## src/rtl/song_pkg.sv

```systemverilog
// ---------------------------------------------------------------------------
// song_pkg
// Shared definitions for the melody playback controller:
//   - state_t     : playback FSM states
//   - SONG_START  : first melody ROM address of each song
//   - SONG_END    : last melody ROM address of each song (inclusive)
//   - REST        : note index meaning "silence"
// The table holds TBL_SONGS entries of TBL_ADDR_W bits; song 0 occupies
// addresses 0..26 of the existing melody ROM, the rest follow back-to-back.
// ---------------------------------------------------------------------------
package song_pkg;

    typedef enum logic [2:0] {
        StIdle,
        StFetch,
        StLatch,
        StHold,
        StPause
    } state_t;

    localparam int unsigned TBL_SONGS  = 4;
    localparam int unsigned TBL_ADDR_W = 8;

    localparam logic [TBL_ADDR_W-1:0] SONG_START [TBL_SONGS] = '{8'd0, 8'd27, 8'd59, 8'd91};
    localparam logic [TBL_ADDR_W-1:0] SONG_END   [TBL_SONGS] = '{8'd26, 8'd58, 8'd90, 8'd122};

    localparam int unsigned REST = 0;

endpackage

```

## src/rtl/beat_timer.sv

```systemverilog
// ---------------------------------------------------------------------------
// beat_timer
// Note-slot counter. Counts enabled cycles and raises tc on the terminal
// count, then wraps to 0. The terminal is BEAT_DIV-3 because the FETCH and
// LATCH cycles of each slot are spent outside the counting state.
// Ports:
//   clk  in   system clock
//   rst  in   asynchronous reset, active-high
//   en   in   count this cycle (counter holds when low)
//   clr  in   synchronous clear, overrides en
//   tc   out  1 while enabled and at the terminal count
// ---------------------------------------------------------------------------
module beat_timer #(
    parameter int unsigned BEAT_DIV = 12500000
) (
    input  logic clk,
    input  logic rst,
    input  logic en,
    input  logic clr,
    output logic tc
);

    localparam int unsigned CNT_W = $clog2(BEAT_DIV);
    localparam logic [CNT_W-1:0] TERM = CNT_W'(BEAT_DIV - 3);

    logic [CNT_W-1:0] cnt_q, cnt_d;

    assign tc = en && (cnt_q == TERM);

    always_comb begin
        cnt_d = cnt_q;
        if (clr) begin
            cnt_d = '0;
        end else if (en) begin
            cnt_d = tc ? '0 : cnt_q + 1'b1;
        end
    end

    always_ff @(posedge clk or posedge rst) begin
        if (rst) begin
            cnt_q <= '0;
        end else begin
            cnt_q <= cnt_d;
        end
    end

endmodule

```

## src/rtl/song_sequencer.sv

```systemverilog
// ---------------------------------------------------------------------------
// song_sequencer
// Playback controller for the melody datapath (melody ROM -> tone mapper ->
// speaker divider). Walks the ROM address through the current song, paces
// notes on a BEAT_DIV-cycle slot and handles play/pause, stop, next-song and
// loop control.
// Ports:
//   CLK0      in   system clock
//   RST0      in   asynchronous reset, active-high
//   KEY_PLAY  in   1-cycle pulse, play/pause toggle
//   KEY_STOP  in   1-cycle pulse, stop and rewind
//   KEY_NEXT  in   1-cycle pulse, select next song
//   LOOP      in   level, restart song after its last note
//   ROM_ADDR  out  melody ROM address (registered)
//   ROM_DATA  in   melody ROM data, valid 1 cycle after ROM_ADDR
//   NOTE_OUT  out  note index to the tone mapper, 0 when not sounding
//   SONG_IDX  out  current song
//   PLAYING   out  1 in FETCH, LATCH or HOLD
//   BEAT      out  1-cycle pulse at the end of each note slot
// ---------------------------------------------------------------------------
module song_sequencer
    import song_pkg::*;
#(
    parameter int unsigned CLK_HZ    = 50000000,
    parameter int unsigned BEAT_DIV  = 12500000,
    parameter int unsigned ADDR_W    = 8,
    parameter int unsigned NOTE_W    = 4,
    parameter int unsigned NUM_SONGS = 4,
    parameter int unsigned SONG_W    = 2
) (
    input  logic              CLK0,
    input  logic              RST0,
    input  logic              KEY_PLAY,
    input  logic              KEY_STOP,
    input  logic              KEY_NEXT,
    input  logic              LOOP,
    output logic [ADDR_W-1:0] ROM_ADDR,
    input  logic [NOTE_W-1:0] ROM_DATA,
    output logic [NOTE_W-1:0] NOTE_OUT,
    output logic [SONG_W-1:0] SONG_IDX,
    output logic              PLAYING,
    output logic              BEAT
);

    state_t            state_q, state_d;
    logic [SONG_W-1:0] song_q, song_d, song_inc;
    logic [ADDR_W-1:0] addr_q, addr_d;
    logic [NOTE_W-1:0] note_q, note_d;
    logic [ADDR_W-1:0] cur_start, cur_end, nxt_start;
    logic              key_stop, key_next, key_play;
    logic              run, tc, tmr_en, tmr_clr;
    logic              unused_cfg;

    // CLK_HZ is informational only.
    assign unused_cfg = (CLK_HZ == 0);

    // Key priority: STOP > NEXT > PLAY.
    assign key_stop = KEY_STOP;
    assign key_next = KEY_NEXT && !KEY_STOP;
    assign key_play = KEY_PLAY && !KEY_NEXT && !KEY_STOP;

    assign song_inc  = (song_q == SONG_W'(NUM_SONGS - 1)) ? '0 : song_q + 1'b1;
    assign cur_start = ADDR_W'(SONG_START[song_q]);
    assign cur_end   = ADDR_W'(SONG_END[song_q]);
    assign nxt_start = ADDR_W'(SONG_START[song_inc]);

    assign run = (state_q == StFetch) || (state_q == StLatch) || (state_q == StHold);

    // Any key in HOLD freezes the counter, so a key landing on the terminal
    // count also swallows that slot's advance and BEAT pulse.
    assign tmr_en  = (state_q == StHold) && !(KEY_STOP || KEY_NEXT || KEY_PLAY);
    assign tmr_clr = key_stop || key_next || (state_q == StLatch) || (state_q == StIdle);

    beat_timer #(
        .BEAT_DIV (BEAT_DIV)
    ) u_beat_timer (
        .clk (CLK0),
        .rst (RST0),
        .en  (tmr_en),
        .clr (tmr_clr),
        .tc  (tc)
    );

    always_comb begin
        state_d = state_q;
        song_d  = song_q;
        addr_d  = addr_q;
        note_d  = note_q;

        unique case (state_q)
            StIdle: begin
                if (key_play) begin
                    state_d = StFetch;
                end
            end
            StFetch: begin
                state_d = StLatch;
            end
            StLatch: begin
                note_d  = ROM_DATA;
                state_d = StHold;
            end
            StHold: begin
                if (key_play) begin
                    state_d = StPause;
                end else if (tc) begin
                    if (addr_q == cur_end) begin
                        addr_d = cur_start;
                        if (LOOP) begin
                            state_d = StFetch;
                        end else begin
                            state_d = StIdle;
                            note_d  = NOTE_W'(REST);
                        end
                    end else begin
                        addr_d  = addr_q + 1'b1;
                        state_d = StFetch;
                    end
                end
            end
            StPause: begin
                if (key_play) begin
                    state_d = StHold;
                end
            end
            default: begin
                state_d = StIdle;
            end
        endcase

        // New song starts silent; playback continues only if it was sounding.
        if (key_next) begin
            song_d  = song_inc;
            addr_d  = nxt_start;
            note_d  = NOTE_W'(REST);
            state_d = run ? StFetch : StIdle;
        end

        if (key_stop) begin
            state_d = StIdle;
            addr_d  = cur_start;
            note_d  = NOTE_W'(REST);
        end
    end

    always_ff @(posedge CLK0 or posedge RST0) begin
        if (RST0) begin
            state_q <= StIdle;
            song_q  <= '0;
            addr_q  <= ADDR_W'(SONG_START[0]);
            note_q  <= NOTE_W'(REST);
        end else begin
            state_q <= state_d;
            song_q  <= song_d;
            addr_q  <= addr_d;
            note_q  <= note_d;
        end
    end

    // The latched note survives PAUSE internally but is muted on the output.
    assign NOTE_OUT = run ? note_q : NOTE_W'(REST);
    assign ROM_ADDR = addr_q;
    assign SONG_IDX = song_q;
    assign PLAYING  = run;
    assign BEAT     = tc;

endmodule

```

## config.mk

```make
export PLATFORM = sky130hd
export DESIGN_NAME = song_sequencer
export DESIGN_NICKNAME = d
export VERILOG_FILES = /design/src/rtl/song_pkg.sv /design/src/rtl/beat_timer.sv /design/src/rtl/song_sequencer.sv
export SDC_FILE = /design/constraint.sdc
export NUM_CORES = 1
export LEC_CHECK = 0
export CAP_MARGIN = 20
export CELL_PAD_IN_SITES_DETAIL_PLACEMENT = 0
export CELL_PAD_IN_SITES_GLOBAL_PLACEMENT = 1
export CORE_MARGIN = 3
export CORE_UTILIZATION = 45
export DETAILED_ROUTE_END_ITERATION = 12
export GPL_ROUTABILITY_DRIVEN = 0
export HOLD_SLACK_MARGIN = 0.06
export PLACE_DENSITY_LB_ADDON = 0.1
export RECOVER_POWER = 100
export SLEW_MARGIN = 0
export SYNTH_ARGS = -nofsm -noshare
export SYNTH_HDL_FRONTEND = slang
export SYNTH_HIERARCHICAL = 1
export SYNTH_SLANG_ARGS = --single-unit
```

## constraint.sdc

```tcl
create_clock -name CLK0 -period 5.2 [get_ports CLK0]
set_input_delay 0.78 -clock CLK0 [delete_from_list [all_inputs] [get_ports CLK0]]
set_output_delay 0.78 -clock CLK0 [all_outputs]
set_load 0.02 [all_outputs]
```

==> metrics.cfg <==
[synthesis]
ys_seq_area_frac = 0.415
synth_edf_count = 0
ys_warn_count = 6
syn_nets = 288
synth_area_um2 = 2470
yosys_register_bits = 41
async_flop_share = 1.00
synth.avg_cell_area_um2 = 9.19
synthCells = 269
synth.distinct_cells = 50
ys.flop_type = dfrtp_1

[clocking]
insertion_delay_ns = 0.29
cts_tree = done
cts_num_sinks = 41
h-tree-depth = 2
cts_setup_buffers = 0
clock_path_buffers = 2
path_clk_slew_ns = 0.08
cts.hold.buffers_added = 0
cts_resized = 0
cts_buffers = 5
clock-root-buffer = clkbuf_8

[detailed_routing]
wl_met3_um = 260
top_layer_used = met4
first_pass_iters = 5
drt-wirelength-per-cell_um = 14.6
ant_nets = 0
totalWireLength_mm = 5.36
vias_per_cell = 5.48
drt_iter0_drc = 105
drt-met1-wl_mm = 2.75
drc = 0
via_count = 2017
met2_length_mm = 2.30

[timing]
fin_setup_tns_ns = 0
period_minus_slack_ns = 4.60
fmax_mhz = 217
rsz0062_at_grt = no
setup_viol = 0
clock_skew_ns = 0.00412
slew_headroom = 0.114
hold_viol = 0
worstMarginPinSlew_ns = 1.33
slew_violations = 0
fin_crit_sh = 0.885

[floorplanning]
rows = 26
start_util = 0.475
io_pins = 26
dieArea_um2 = 6420
die_x_um = 80.1
core_area_um2 = 5200
die_h_um = 80.1

[status]
outcome = finished, final reports clean

[grt]
grt_pass1_wl_mm = 9.25
grt_util_all_layers = 0.183
grt_overflow = 0
grt_pass1_vias = 1913
antenna_found_initial = 0
grt_max_degree = 25

[setup_path]
rr_worst_depth = 10
cp.required_ns = 4.42
cp-start-kind = input port
path_max_fanout = 7
critPathCaptureType = primary output
crit_type = in2out
arrival_ns = 3.82

[layout]
layout_commonest_cell = dfrtp_1
nNetsFinal = 316
antenna_cells = 0
area_growth_pct = 15.1
drive_gt1_frac = 0.0638
final_cell_mix = 41 x dfrtp_1, 38 x nor2_1, 28 x nand2_1

[worst_hold_path]
min-delay-path-class = reg2reg
worstHoldPathCells = 1

[placed_design]
dpl.hpwl_mm = 3.87
port_buffers = 25

[flow_run]
cap_viol_max_count = 0

[power_and_ir_drop]
p_leak_nw = 1.17
peakVddDrop_v = 0.000219
power.total_mw = 0.789
powerDensity_nw_per_um2 = 277

-- flip-flops by register name, summed over array words and instances, names as in the netlist --
register,count
state_q,3
ROM_ADDR,8
u_beat_timer/cnt_q,24
note_q,4
SONG_IDX,2
-- worst paths after layout --
check	endpoint	slack [ns]	start
setup reg to reg	ROM_ADDR[0]	1.99	state_q[0]
setup / recovery	BEAT	0.60	KEY_PLAY
hold / removal	note_q[0]	0.51	note_q[0]
min in group asynchronous	note_q[0]	1.05	RST0
hold reg to reg	note_q[0]	0.51	note_q[0]
max in group asynchronous	u_beat_timer/cnt_q[6]	3.02	RST0
-- final cells by class --
type / instances / area, um^2
clock buffers: 5 / 68.8
well taps: 70 / 87.6
repair buffers: 28 / 269
flip-flops and latches: 41 / 1030
inverters: 11 / 41.3
fillers: 501 / 2360
multi-input cells: 210 / 1340
clock inverters: 3 / 17.5
-- critical path, stage by stage --
cell           delay, ns
dlygate4sd3_1       0.64
nor4bb_1            0.37
and2_0              0.40
nand4b_1            0.21
nor4_4              0.43
nand2_2             0.11
inv_1               0.18
dlygate4sd3_1       0.71
-- Yosys cell counts, types with 3 or more instances --
library cell | count | area [um^2]
nand4_1 | 8 | 50.1
dfrtp_1 | 41 | 1030
a21oi_1 | 9 | 45.0
o21ai_0 | 9 | 45.0
o31ai_1 | 3 | 22.5
a22o_1 | 4 | 35.0
nor3_1 | 6 | 30.0
ha_1 | 9 | 113
nor2b_1 | 3 | 18.8
nand4b_1 | 4 | 35.0
nand2_1 | 28 | 105
nor2_1 | 38 | 143
a22oi_1 | 3 | 22.5
xor2_1 | 18 | 158
xnor2_1 | 5 | 43.8
nand3_1 | 14 | 70.1
and2_1 | 5 | 31.3
o22a_1 | 4 | 35.0
nand2b_1 | 3 | 18.8
inv_1 | 11 | 41.3
and3_1 | 6 | 37.5
-- power by group --
group	internal [mW]	leakage [nW]	switching [mW]
clock	0.0926	0.0439	0.110
sequential	0.344	0.556	0.0446
combinational	0.0894	0.570	0.108
-- layer usage --
metal  global-route usage  vias up
met4               0.0473        0
met1                0.273      961
met2                0.267       49
met3               0.0415        5
li1                     -     1002
met5                    0        -
-- through the flow --
step | cells | utilization | instance area (um^2) | hold WS, ns | setup slack, ns
after floorplan | 269 | - | 2470 | 0.464 | 1.93
after global placement | 359 | 0.532 | 2770 | 0.485 | 0.937
after detailed placement | 359 | 0.532 | 2770 | 0.487 | 0.848
after CTS | 367 | 0.549 | 2860 | 0.512 | 0.840
after global routing | 368 | 0.547 | 2850 | 0.529 | 0.405
final | 368 | 0.547 | 2850 | 0.506 | 0.599
-- logic make-up (layout without fill, tap and decap cells) --
kind of cell / after synthesis / count (layout) / synth area share
adders and majority gates: 9 / 9 / 0.0456
muxes: 1 / 1 / 0.00405
AOI/OAI and AO/OA: 44 / 44 / 0.127
buffers and inverters: 18 / 47 / 0.0385
xor gates and xnor gates: 23 / 23 / 0.0815
and+or+nand+nor: 133 / 133 / 0.289
DFF: 41 / 41 / 0.415
Note: power is estimated with default switching activity, not from simulation.
